File: src/rtl/msk_rnd_pkg.sv
// Shared types and constants for the masked-gadget randomness feeder.
// Holds the LFSR geometry, tap positions and the feeder FSM state type.
package msk_rnd_pkg;

  localparam int LFSR_W       = 64;
  localparam int SEED_CHUNK_W = 32;
  localparam int TAP0         = 63;
  localparam int TAP1         = 62;
  localparam int TAP2         = 60;
  localparam int TAP3         = 59;

  typedef enum logic [1:0] {
    SEED = 2'd0,
    WARM = 2'd1,
    RUN  = 2'd2
  } fsm_t;

  // Feedback of x^64+x^63+x^61+x^60+1 in Fibonacci form
  function automatic logic lfsr_fb(input logic [LFSR_W-1:0] s);
    return s[TAP0] ^ s[TAP1] ^ s[TAP2] ^ s[TAP3];
  endfunction

endpackage

File: src/rtl/msk_lfsr_step.sv
// Combinational N-step advance of the 64-bit Fibonacci LFSR (unrolled).
module msk_lfsr_step
  import msk_rnd_pkg::*;
#(
  parameter int N = 1
) (
  input  logic [LFSR_W-1:0] cur,
  output logic [LFSR_W-1:0] nxt
);

  logic [LFSR_W-1:0] t;

  always_comb begin
    t = cur;
    for (int i = 0; i < N; i++) begin
      t = {t[LFSR_W-2:0], lfsr_fb(t)};
    end
    nxt = t;
  end

endmodule

File: src/rtl/msk_rnd_feeder.sv
// Fresh-randomness feeder for HPC2 masked gadgets: seedable LFSR, warm-up, valid/ready out.
// Optional macro MSK_RND_FEEDER_ZERO_EN forces rnd to zero (debug only, never for SCA builds).
module msk_rnd_feeder
  import msk_rnd_pkg::*;
#(
  parameter int d      = 2,
  parameter int RND_W  = d * (d - 1) / 2,
  parameter int WARMUP = 128
) (
  input  logic                    clk,
  input  logic                    rst,
  input  logic [SEED_CHUNK_W-1:0] seed_in,
  input  logic                    seed_valid,
  output logic                    seed_ready,
  input  logic                    reseed_req,
  output logic [RND_W-1:0]        rnd,
  output logic                    rnd_valid,
  input  logic                    rnd_ready,
  output logic                    seed_zero
);

  localparam int WCNT_W = (WARMUP > 0) ? $clog2(WARMUP + 1) : 1;
  localparam logic [WCNT_W-1:0] WARM_LAST = WCNT_W'((WARMUP > 0) ? WARMUP - 1 : 0);

  fsm_t              state, state_nxt;
  logic [LFSR_W-1:0] s, s_nxt, s_adv;
  logic              chunk_cnt, chunk_nxt;
  logic [WCNT_W-1:0] warm_cnt, warm_nxt;
  logic              zero_nxt;

  msk_lfsr_step #(.N(RND_W)) u_step (
    .cur (s),
    .nxt (s_adv)
  );

  always_ff @(posedge clk or posedge rst) begin
    if (rst) begin
      state     <= SEED;
      s         <= '0;
      chunk_cnt <= 1'b0;
      warm_cnt  <= '0;
      seed_zero <= 1'b0;
    end else begin
      state     <= state_nxt;
      s         <= s_nxt;
      chunk_cnt <= chunk_nxt;
      warm_cnt  <= warm_nxt;
      seed_zero <= zero_nxt;
    end
  end

  always_comb begin
    state_nxt  = state;
    s_nxt      = s;
    chunk_nxt  = chunk_cnt;
    warm_nxt   = warm_cnt;
    zero_nxt   = 1'b0;
    seed_ready = (state == SEED);
    rnd_valid  = (state == RUN);
    case (state)
      SEED: begin
        if (seed_valid) begin
          s_nxt     = {s[SEED_CHUNK_W-1:0], seed_in};
          chunk_nxt = ~chunk_cnt;
          if (chunk_cnt) begin
            // An all-zero state would lock the LFSR; substitute 1 and flag it
            if (s_nxt == '0) begin
              s_nxt    = LFSR_W'(1);
              zero_nxt = 1'b1;
            end
            warm_nxt  = '0;
            state_nxt = (WARMUP == 0) ? RUN : WARM;
          end
        end
      end
      WARM: begin
        s_nxt    = s_adv;
        warm_nxt = WCNT_W'(warm_cnt + 1'b1);
        if (warm_cnt == WARM_LAST) state_nxt = RUN;
      end
      RUN: begin
        // Reseed wins over a same-cycle transfer: the state is held
        if (reseed_req) begin
          state_nxt = SEED;
          chunk_nxt = 1'b0;
        end else if (rnd_ready) begin
          s_nxt = s_adv;
        end
      end
      default: state_nxt = SEED;
    endcase
  end

`ifdef MSK_RND_FEEDER_ZERO_EN
  assign rnd = '0;
`else
  always_comb begin
    rnd = '0;
    for (int k = 0; k < RND_W; k++) rnd[k] = s[LFSR_W-1-k];
  end
`endif

endmodule

File: config.mk
export PLATFORM = sky130hd
export DESIGN_NAME = msk_rnd_feeder
export DESIGN_NICKNAME = d
export VERILOG_FILES = /design/src/rtl/msk_rnd_pkg.sv /design/src/rtl/msk_lfsr_step.sv /design/src/rtl/msk_rnd_feeder.sv
export SDC_FILE = /design/constraint.sdc
export NUM_CORES = 1
export LEC_CHECK = 0
export CORE_ASPECT_RATIO = 1.4
export CORE_MARGIN = 2
export CORE_UTILIZATION = 44
export CTS_BUF_LIST = sky130_fd_sc_hd__clkbuf_8
export DETAILED_ROUTE_END_ITERATION = 12
export PLACE_DENSITY = 0.63
export SLEW_MARGIN = 25
export SYNTH_ARGS = -nofsm -noshare
export SYNTH_HDL_FRONTEND = slang
export SYNTH_SLANG_ARGS = --single-unit
File: constraint.sdc
create_clock -name clk -period 2.75 [get_ports clk]
set_input_delay 0.4125 -clock clk [delete_from_list [all_inputs] [get_ports clk]]
set_output_delay 0.4125 -clock clk [all_outputs]
set_load 0.005 [all_outputs]
# == Word-level counts from Yosys, hierarchy flattened ==
# Index checks and enable logic that the tools add are counted.
# classes
reduce_logical,9
n_eq_ne,9
mux,21
bitwise,4
add_sub_neg,1
# ops
op,n
$mux W64,5
$pmux W64 S3,1
$logic_not A64 Y1,1
$mux W8,2
$pmux W8 S2,1
$add A8 B1 Y8 const B,1
$eq A8 B7 Y1 const B,1
$mux W2,4
$ne A2 B2 Y1 const B,4
$reduce_and A4 Y1,2
$mux W1,6
$pmux W2 S3,1
$reduce_and A3 Y1,2
$ne A2 B1 Y1 const B,2
$reduce_bool A2 Y1,2
$reduce_bool A3 Y1,1
$xor A1 B1 Y1,3
$eq A2 B1 Y1 const B,1
$eq A2 B2 Y1 const B,1
$logic_not A2 Y1,1
$pmux W1 S2,1
$not A1 Y1,1
# word_totals
input_bits,37
out_inout_bits,4
elab_cells,49
regBits,76

# == Depth between registers and ports, before layout ==
# logic_depth
depth_word,6
ltp_mapped,7
ltp_nobuf,7

# == By module ==
# A second synthesis with hierarchy kept.
# unflattened
cells_unflattened,434
area_unflattened_um2,4255.3
# by_module_without_submodules
module,cells_each,instances,seq_area_each_um2,area_each_um2
msk_rnd_feeder,368,1,1901.8,3756.1
msk_lfsr_step,66,1,0.0,499.2

# == Worst setup path before layout ==
# Ideal clock, no wire load.
# synth_timing
kind,register to register
startpoint,register state[0]
endpoint,register warm_cnt[7]
arrival_time_ps,1561
required_ps,2629
path_slack_ps,1068
stages_incl_launch_ff,8
cell_sequence,dfrtp_1 > inv_1 > ha_1 > nor2_1 > a2111oi_2 > nand3_1 > xor2_1 > nor2_1
# synth_between
elab_chain_len,3
# synth_rtl
item,line_no,rtl
"start, declared",msk_rnd_feeder.sv:25,"fsm_t state, state_nxt;"
"start signal, assigned",msk_rnd_feeder.sv:44,state <= state_nxt;
$logic_not A2 Y1 *,-,
via seed_ready,msk_rnd_feeder.sv:14,"output logic seed_ready,"
"$ne A2 B1 Y1 (no source line), or another cell as far along",-,
$reduce_and A3 Y1 (no source line),-,
"end signal, assigned",msk_rnd_feeder.sv:47,warm_cnt <= warm_nxt;
"end, declared",msk_rnd_feeder.sv:28,"logic [WCNT_W-1:0] warm_cnt, warm_nxt;"
# Mark *: on every way through the listed nets, which the timed path passes. The rest lies on a longest branch.
# A chain may end at the register's enable or synchronous reset.

# == Final worst setup path ==
# layout_timing
startpoint,register state[0]
endpoint,output rnd_valid
# layout_between
elab_chain_len,1
# layout_rtl
item,line_no,rtl
$eq A2 B2 Y1,msk_rnd_feeder.sv:59,rnd_valid = (state == RUN);
"end, declared",msk_rnd_feeder.sv:17,"output logic rnd_valid,"
# No other way between the ends.

==> results.md <==
- The tree built by TritonCTS fans out to 76 sinks.
- Setup violations remaining at the end of the flow were counted as 0.
- In the final layout, flip-flops and latches occupy 1900 um^2.
- The maximum net fanout on the critical path is 5.
- The number of antenna violations at the first check in global routing was 0.
- The CTS buffer count is 9.
- dfrtp_1 takes more of the synthesized area than any other cell.
- The post-cts repair resize count is 0.
- The clock tree buffer depth is 2.
- After floorplanning, the core was sized to cover 8460 um^2.
- Input and output buffers added on the ports amount to 40.
- The worst reg-to-reg setup slack is 0.79 ns.
- The ratio of cells with drive above 1 in the final layout is 7.47%.
- The clock latency on the worst-skew pair is 0.35 ns.
- The slew at the pin closest to its max-slew limit is 0.608 ns.
- After detailed routing, the number of remaining DRC violations is 0.
- The CTS tree is yes.
- For this design the static power due to leakage is 1.85 nW.
- The number of setup buffers added after CTS is 0.
- The congestion estimate from routability-driven global placement came to 0.772.
- The post-synthesis mux area share is 17.9%.
- The number of enable flip-flop cells after synthesis is 0.
- Once detailed placement completed, the half-perimeter wirelength came to 5.79 mm.
- Summing the areas of all and, or, nand and nor instances in the mapped netlist gives 12.8% of the synthesized area.
- By area the synthesized netlist is led by dfrtp_1 (50%), mux2i_1 (18%), a21oi_1 (8.8%).
- CTS built an H-tree with a depth of 3.
- The hold violation count in the final report came to 0.
- The number of global-route vias before repair came to 2741.
- For this run, the leading register cell type out of synthesis is dfrtp_1.
- The tree is rooted in a clkbuf_8.
- The worst min-delay path class is input pin to asynchronous set/reset pin.
- Summed over all layers, the global routing overflow is 0.
- Counting the fill cells in the layout gives 779.
- The required arrival time at the worst endpoint is 2.34 ns.
- The initial utilization of the core area, before any placement, comes to 44.6%.
- 41 I/O pins were placed.
- The post-route total power is 0.00546 W.
- The critical path launch point type is a flip-flop.
- During synthesis, Yosys emitted a total of 0 warnings.
- The worst max-slew margin expressed relative to the limit is 59.4%.
- The capturing instance or port of the critical path is rnd_valid.
- In the final timing run, aggregate negative setup slack is 0 ns.
- The reg-to-reg startpoint is state[0].
- The floorplan die height is 114 um.
- At the placement stage, the worst setup path has a slack of 0.600 ns.
- VDD sags by at most 742 uV.
- Of the total synthesized cell area, the portion taken by XOR and XNOR cells is 1.16%.
- The total count of max-transition violations in the final report is 0.
- The post-detailed-route via-to-cell ratio is 5.44.
- Buffers inserted to repair hold after CTS numbered 0.
- The area share of the largest cell type after synthesis is 50.4%.
- Counting flops and latches in the post-synthesis netlist gives 76.
- In the final routed layout, each cell accounts on average for 15.5 um.
- The critical path's slowest cell is clkdlybuf4s50_1.
- The critical path is of the flip-flop to output pin type.
- Counting every instance in the synthesized netlist gives 375.
- Setup repair after global routing left no endpoint under its margin.
- The cell area after synthesis is 3770 um^2.
- For this run, the top clock speed supported by timing is 451 MHz.
- The worst register-to-register path ends at s[26].
- After detailed routing, the total wire length is 8.08 mm.
- The overall fraction of global-route tracks in use is 19.0%.
- Synthesis instantiated 34 different standard cells from the library.
- The first-pass GRT wire length is 13.5 mm.
- In this design, the stage delay of the slowest critical-path cell is 0.56 ns.
- Compared with the post-synthesis result, the final layout area differs by 20.2%.
- The flow ran to the end, and the final reports show no timing, DRC or antenna violations.
- In the post-route analysis, the smallest setup slack over all paths is 0.532 ns.
- Dividing total power by cell area gives a power density of 1200 nW/um^2.
- The number of cells in the design after placement is 506.
- The clock tree skew after final layout is 0.00818 ns.
- The detailed-router iteration count before antenna repair is 4.
- The worst hold slack is 0.428 ns.
- The clock period minus worst slack is 2.22 ns.
- The total vias in the final route is 2830.
- The total area of multi-input combinational cells is 1760 um^2.
- The floorplan step defined a die boundary enclosing 9340 um^2.
- The largest family of logic cells by synthesized area is multiplexers.
- The share of the cycle needed by the critical path after routing is 80.7%.
- Clock-pin slew was measured on the worst setup and hold paths at 0.07 ns.
- From left edge to right edge, the die measures 82.3 um.
- Walking the worst path, the cells encountered are inv_1, ha_1, clkdlybuf4s50_1.
- The iteration-0 DRC count of the detailed router is 129.
- The total inserted antenna cells is 0.
- The net count of the finished layout is 454.
- The beginning of the critical path is state[0].
- The average footprint of a synthesized cell is 10.1 um^2.
- For this run, asynchronously set or reset flops after synthesis account for 100%.
- The endpoint kind of the worst setup timing path is an output pin.
- Entering global routing, the biggest net connects 56 pins.
- The sequential share of the synthesized area is 50.4%.
- The signal arrival time at the worst endpoint is 1.81 ns.
- In this run the core area contains 40 standard-cell rows.
- The number of antenna-violating nets in the routed design is 0.
- The area share of fa/ha/maj cells after synthesis is 1.66%.
- Across the run, the number of max-cap violations was 0.
- The synthesized netlist devotes 12.6% of its cell area to compound gates.
- The depth of the most critical reg-to-reg path is 5.
- Leaving out filler cells and counting taps, the final layout contains 520.
- The total nets after synthesis is 417.
==> Yosys cell counts, types with 3 or more instances <==
library cell / instances
a21oi_1: 66
buf_2: 19
clkbuf_1: 3
dfrtp_1: 76
ha_1: 5
inv_1: 6
mux2i_1: 66
nand2_1: 9
nand3_1: 5
nand4_1: 3
nor2_1: 70
nor3_1: 3
nor4_1: 15
o21ai_0: 3
o21ai_1: 3
xor2_1: 3
==> final cells by class <==
cell class | instances | area share [%]
flip-flops and latches | 76 | 41.9
multi-input cells | 270 | 38.9
repair buffers | 48 | 11.5
clock buffers | 11 | 3.34
well taps | 105 | 2.90
clock inverters | 3 | 0.855
inverters | 7 | 0.579
==> layout by cell type, fill, tap and decap left out, types with 2 or more instances in the layout <==
master / instances
a21oi_1: 66
a31oi_1: 2
buf_12: 5
buf_4: 3
clkbuf_8: 11
clkdlybuf4s50_1: 40
dfrtp_1: 76
ha_1: 4
inv_1: 6
inv_2: 2
mux2i_1: 66
nand2_1: 9
nand3_1: 5
nand4_1: 3
nor2_1: 70
nor3_1: 3
nor4_1: 15
o21ai_0: 3
o21ai_1: 3
xnor2_1: 2
xor2_1: 3
==> layer usage <==
layer / up-vias / part of all wire, % / track usage [%]
met2: 51 / 49 / 30.1
met5: - / 0 / 0
li1: 1416 / - / -
met1: 1355 / 46 / 25.1
met3: 8 / 3.4 / 4.35
met4: 0 / 1.1 / 7.00
==> where the power goes <==
part           switching, W  internal (W)  total [W]
Sequential         0.000453       0.00163    0.00208
Clock              0.000388      0.000454   0.000842
Combinational       0.00131       0.00122    0.00253
Total               0.00215       0.00331    0.00546
==> stage by stage <==
step           area (um^2)  utilization (%)
3_3_place_gp          4350             51.4
2_1_floorplan         3770                -
4_1_cts               4540             53.6
5_1_grt               4540             53.6
3_5_place_dp          4350             51.4
6_report              4540             53.6
==> cell families (layout without fill, tap and decap cells) <==
group,count (synthesis),count (layout)
and+or+nand+nor,109,109
AOI/OAI and AO/OA,84,84
DFF,76,76
muxes,67,67
buffers and inverters,29,69
adders and majority gates,5,5
xor gates and xnor gates,5,5
==> worst min-delay path by stage <==
stage           startpoint           to  slack, ns
6_report               rst        s[24]       0.43
5_1_grt                rst        s[24]       0.47
4_1_cts                rst        s[25]       0.44
3_5_place_dp   warm_cnt[3]  warm_cnt[3]       0.52
3_3_place_gp   warm_cnt[1]  warm_cnt[1]       0.50
2_1_floorplan  warm_cnt[4]  warm_cnt[4]       0.47
==> sequential cells by signal, summed over array words and instances, names as in the netlist <==
register and count:
seed_zero 1, warm_cnt 8, chunk_cnt 1, s 64
state 2
==> worst max-delay path: cells and delay by family (launching register included) <==
family / cells / cell delay [ns]
flip-flops: 1 / 0.43
buffers and inverters: 2 / 0.70
adder cells (fa/ha/maj): 1 / 0.34
Power figures use the tool's default switching activity.
==> patch 1 (same settings) <==
`WARMUP`: 128 -> 512.
--- a/src/rtl/msk_rnd_feeder.sv
+++ b/src/rtl/msk_rnd_feeder.sv
@@ -6,5 +6,5 @@
   parameter int d      = 2,
   parameter int RND_W  = d * (d - 1) / 2,
-  parameter int WARMUP = 128
+  parameter int WARMUP = 512
 ) (
   input  logic                    clk,
Behaviour: no difference found for any inputs over 10 cycles, from zero or initial values and one cycle with rst high; that may be too few to reach the edited logic, so the function may still have changed.
==> patch 1 against the unedited design <==
- synthesized area grew 2.9%
- count of clock-buffer cells in the layout unchanged
- setup slack better by 0.048 ns
- fmax grew 2.2%
- final area is 1.5% higher
- routed wire length up 6.8%
- sequential cell count rose by 2
- sequential power up 4%
- critical path depth stayed put
- die area grew 2.8%
- hold slack got worse by 0.058 ns
- sequential share of layout area increased by 0.48 points
- total power down 9.9%
- critical path type unchanged
- largest power group is now sequential cells
- highest routed layer unchanged
==> patch 1: results (changes against the unedited design) <==
Setup path
  • R2R Path End: s[8]
  • R2R cell count: 7 (+2)

Routing
  • Drt via density: 5.57 (+2.3%)
  • Total Wirelength: 8630 um (+6.8%)
  • Met1 wire length: 3790 um (+1.1%)

Final layout
  • Area Growth Syn to Fin: 18.5%
  • Non-clock buffer share: 0.109 (-0.00601)
  • Nets: 467 (+2.9%)
  • Number of multi-input logic gates: 282 (+4.4%)
  • Storage element area: 1950 sq um (+2.6%)
  • Sequential cell area share: 0.424 (+0.00483)

Synthesis
  • Net count after synthesis: 431 (+3.4%)
  • Sequential element share of the synthesized area: 0.503 (-0.00140)
  • Mean post-synth cell area: 9.98 sq um (-0.79%)
  • Synthesized flop and latch total: 78 (+2.6%)
  • Top post-synthesis cells by area: dfrtp_1, mux2i_1, a21oi_1
  • Distinct cells, synth: 33 (-2.9%)

Place
  • GPL Wtd Cong: 0.791 (+2.4%)
  • Placed cell areas: 4430 sq um (+2.0%)
  • Pre-CTS setup slack: 0.498 ns (-0.102 ns)

Global route
  • Met3 Resource Use GR: 0.0474 (+0.00387)
  • Vias in the first global route: 2,898 (+5.7%)
  • Largest net degree at the start of global routing: 75 (+34%)

Outcome
  • Status: completed

Timing
  • Final Skew: 0.00595 ns (-0.00223 ns)
  • Worst slew pin tran: 0.699 ns (+0.0908 ns)
  • Min Tclk post-route: 2.17 ns (-0.0477 ns)

Pwr
  • LEAKAGE: 1.97 nW (+6.6%)
-- patch 1: logic make-up (layout without fill, tap and decap cells) --
kind of cell | count (synthesis) | in the layout | share of synthesized area
compound gates | 92 | 92 | 0.131
fa+ha+maj | 5 | 5 | 0.0161
mux | 66 | 66 | 0.171
simple gates | 116 | 116 | 0.138
buf+inv | 29 | 69 | 0.0345
xor+xnor | 3 | 3 | 0.00677
flops | 78 | 78 | 0.503
-- patch 1: worst min-delay path by stage --
stage / to / slack (ns) / depth (start not counted) / startpoint
after floorplan: warm_cnt[8] / 0.47 / 1 / warm_cnt[8]
after global routing: warm_cnt[6] / 0.38 / 2 / rst
final: chunk_cnt / 0.37 / 2 / rst
after detailed placement: warm_cnt[6] / 0.50 / 1 / warm_cnt[6]
after global placement: warm_cnt[8] / 0.49 / 1 / warm_cnt[8]
after CTS: chunk_cnt / 0.37 / 2 / rst
-- patch 1: critical path, delay by kind of cell (launching register included) --
family     cells  cell delay, ns
flops          1            0.41
buf+inv        2            0.69
fa+ha+maj      1            0.31
==> patch 2 (same flow settings) <==
Made on the original files. Re-encode `fsm_t` (3 states) as one-hot, 3 bits wide.
--- a/src/rtl/msk_rnd_pkg.sv
+++ b/src/rtl/msk_rnd_pkg.sv
@@ -10,8 +10,8 @@
   localparam int TAP3         = 59;
 
-  typedef enum logic [1:0] {
-    SEED = 2'd0,
-    WARM = 2'd1,
-    RUN  = 2'd2
+  typedef enum logic [2:0] {
+    SEED = 3'b001,
+    WARM = 3'b010,
+    RUN  = 3'b100
   } fsm_t;
 
Function: no difference found for any inputs over 10 cycles, from zero or initial values and one cycle with rst high; not proved beyond that.
==> patch 2 against the unedited design <==
- synthesized cell count increased by 0.80%
- final area decreased by 0.91%
- first-iteration DRC count increased by 62%
- fmax decreased by 1.5%
- synthesized area increased by 0.27%
- hold slack improved by 0.011 ns
- setup slack got worse by 0.034 ns
- sequential share of layout area increased by 0.97 points
- total power decreased by 17%
- sequential cell count increased by 1
- routed wire length decreased by 3.3%
- critical path type unchanged
- largest power group is now sequential cells
==> patch 2: results (changes against the unedited design) <==
Outcome
  • Status: completed

Routing
  • Total Wirelength: 7820 um (-3.3%)
  • Drt via density: 5.41 (-0.65%)
  • Initial DRC Count: 209 (+62%)

Final layout
  • Non-clock buffer share: 0.111 (-0.00395)
  • Number of multi-input logic gates: 276 (+2.2%)
  • Clock buffers: 10 (-1)
  • Nets: 449 (-1.1%)
  • Non-clk bufs: 45 (-6.3%)
  • Fraction of layout cells with a size suffix above 1: 0.0673 (-0.00739)
  • Number of flip-flops and latches: 77 (+1.3%)
  • Clock network share of area: 0.0426 (+0.000664)
  • Signal inverters: 2 (-5)

Setup path
  • R2R Path End: s[50]
  • CP top delay family: flip-flops
  • Worst setup path end: seed_ready
  • Critical path arrival: 1.84 ns (+0.03 ns)
  • R2R cell count: 6 (+1)
  • Crit-path max cell delay: 0.65 ns (+0.09 ns)
  • Worst Setup SP: state[0]
  • Critical path's slowest cell: dfstp_2

Pwr
  • Sw power: 1.72 mW (-20%)
  • Combinational group power: 1.61 mW (-36%)
  • Clock group power: 0.833 mW (-1%)
  • LEAKAGE: 1.77 nW (-4.2%)

Synthesis
  • Net count after synthesis: 416 (-0.24%)
  • Top post-synthesis cells by area: dfrtp_1, mux2i_1, nand2_1
  • Sequential element share of the synthesized area: 0.510 (+0.00561)

Place
  • Placed cell areas: 4300 sq um (-0.98%)
  • GPL Wtd Cong: 0.796 (+3.1%)

Global route
  • First-pass GRT wire length: 13,300 um (-1.1%)
  • Largest net degree at the start of global routing: 66 (+18%)
  • Vias in the first global route: 2,701 (-1.5%)

Timing
  • Final Skew: 0.00506 ns (-0.00312 ns)
[patch 2: cell types whose count changed after synthesis, moves of 7 or more]
cell / unedited run / this run
nand2_1: 9 / 73
a21oi_1: 66 / 7
nor2_1: 70 / 12
o21ai_1: 3 / 51
o21ai_0: 3 / 16
buf_2: 19 / 9
buf_4: 0 / 7
[patch 2: worst register-to-register path, cell delays in order, from the launching register on]
cell and delay, ns:
dfstp_2 0.65, nor3b_4 0.30, nand2_1 0.18, o21a_4 0.30, buf_12 0.26, nand2_1 0.10
o21ai_1 0.06
[patch 2: per-layer routing]
layer	share of wire	track usage
met1	0.45	0.259
met2	0.49	0.287
met3	0.032	0.0372
met4	0.018	0.0733
met5	0	0
[patch 2: worst min path at each step]
stage	to	depth (start not counted)
after floorplan	s[32]	2
after global placement	s[39]	2
after detailed placement	s[32]	2
after CTS	s[22]	2
after global routing	s[23]	2
final	s[23]	2
[patch 2: cell families (layout without fill, tap and decap cells)]
| family | after synthesis | in the layout | share of synthesized area |
|---|---|---|---|
| AO/OA/AOI/OAI | 78 | 78 | 0.108 |
| adder cells (fa/ha/maj) | 1 | 1 | 0.00331 |
| AND/OR/NAND/NOR | 126 | 126 | 0.157 |
| multiplexers | 63 | 63 | 0.167 |
| buffers and inverters | 25 | 63 | 0.0367 |
| flip-flops | 77 | 77 | 0.510 |
| XOR/XNOR | 8 | 8 | 0.0185 |
[patch 2: stage by stage]
step | setup slack [ns] | total power [mW] | hold WS, ns | cells
5_1_grt | 0.433 | 4.91 | 0.475 | 521
3_3_place_gp | 0.610 | 3.66 | 0.463 | 505
6_report | 0.498 | 4.52 | 0.440 | 521
3_5_place_dp | 0.502 | 3.73 | 0.475 | 505
4_1_cts | 0.480 | 4.58 | 0.450 | 521
2_1_floorplan | 0.372 | 3.26 | 0.450 | 378
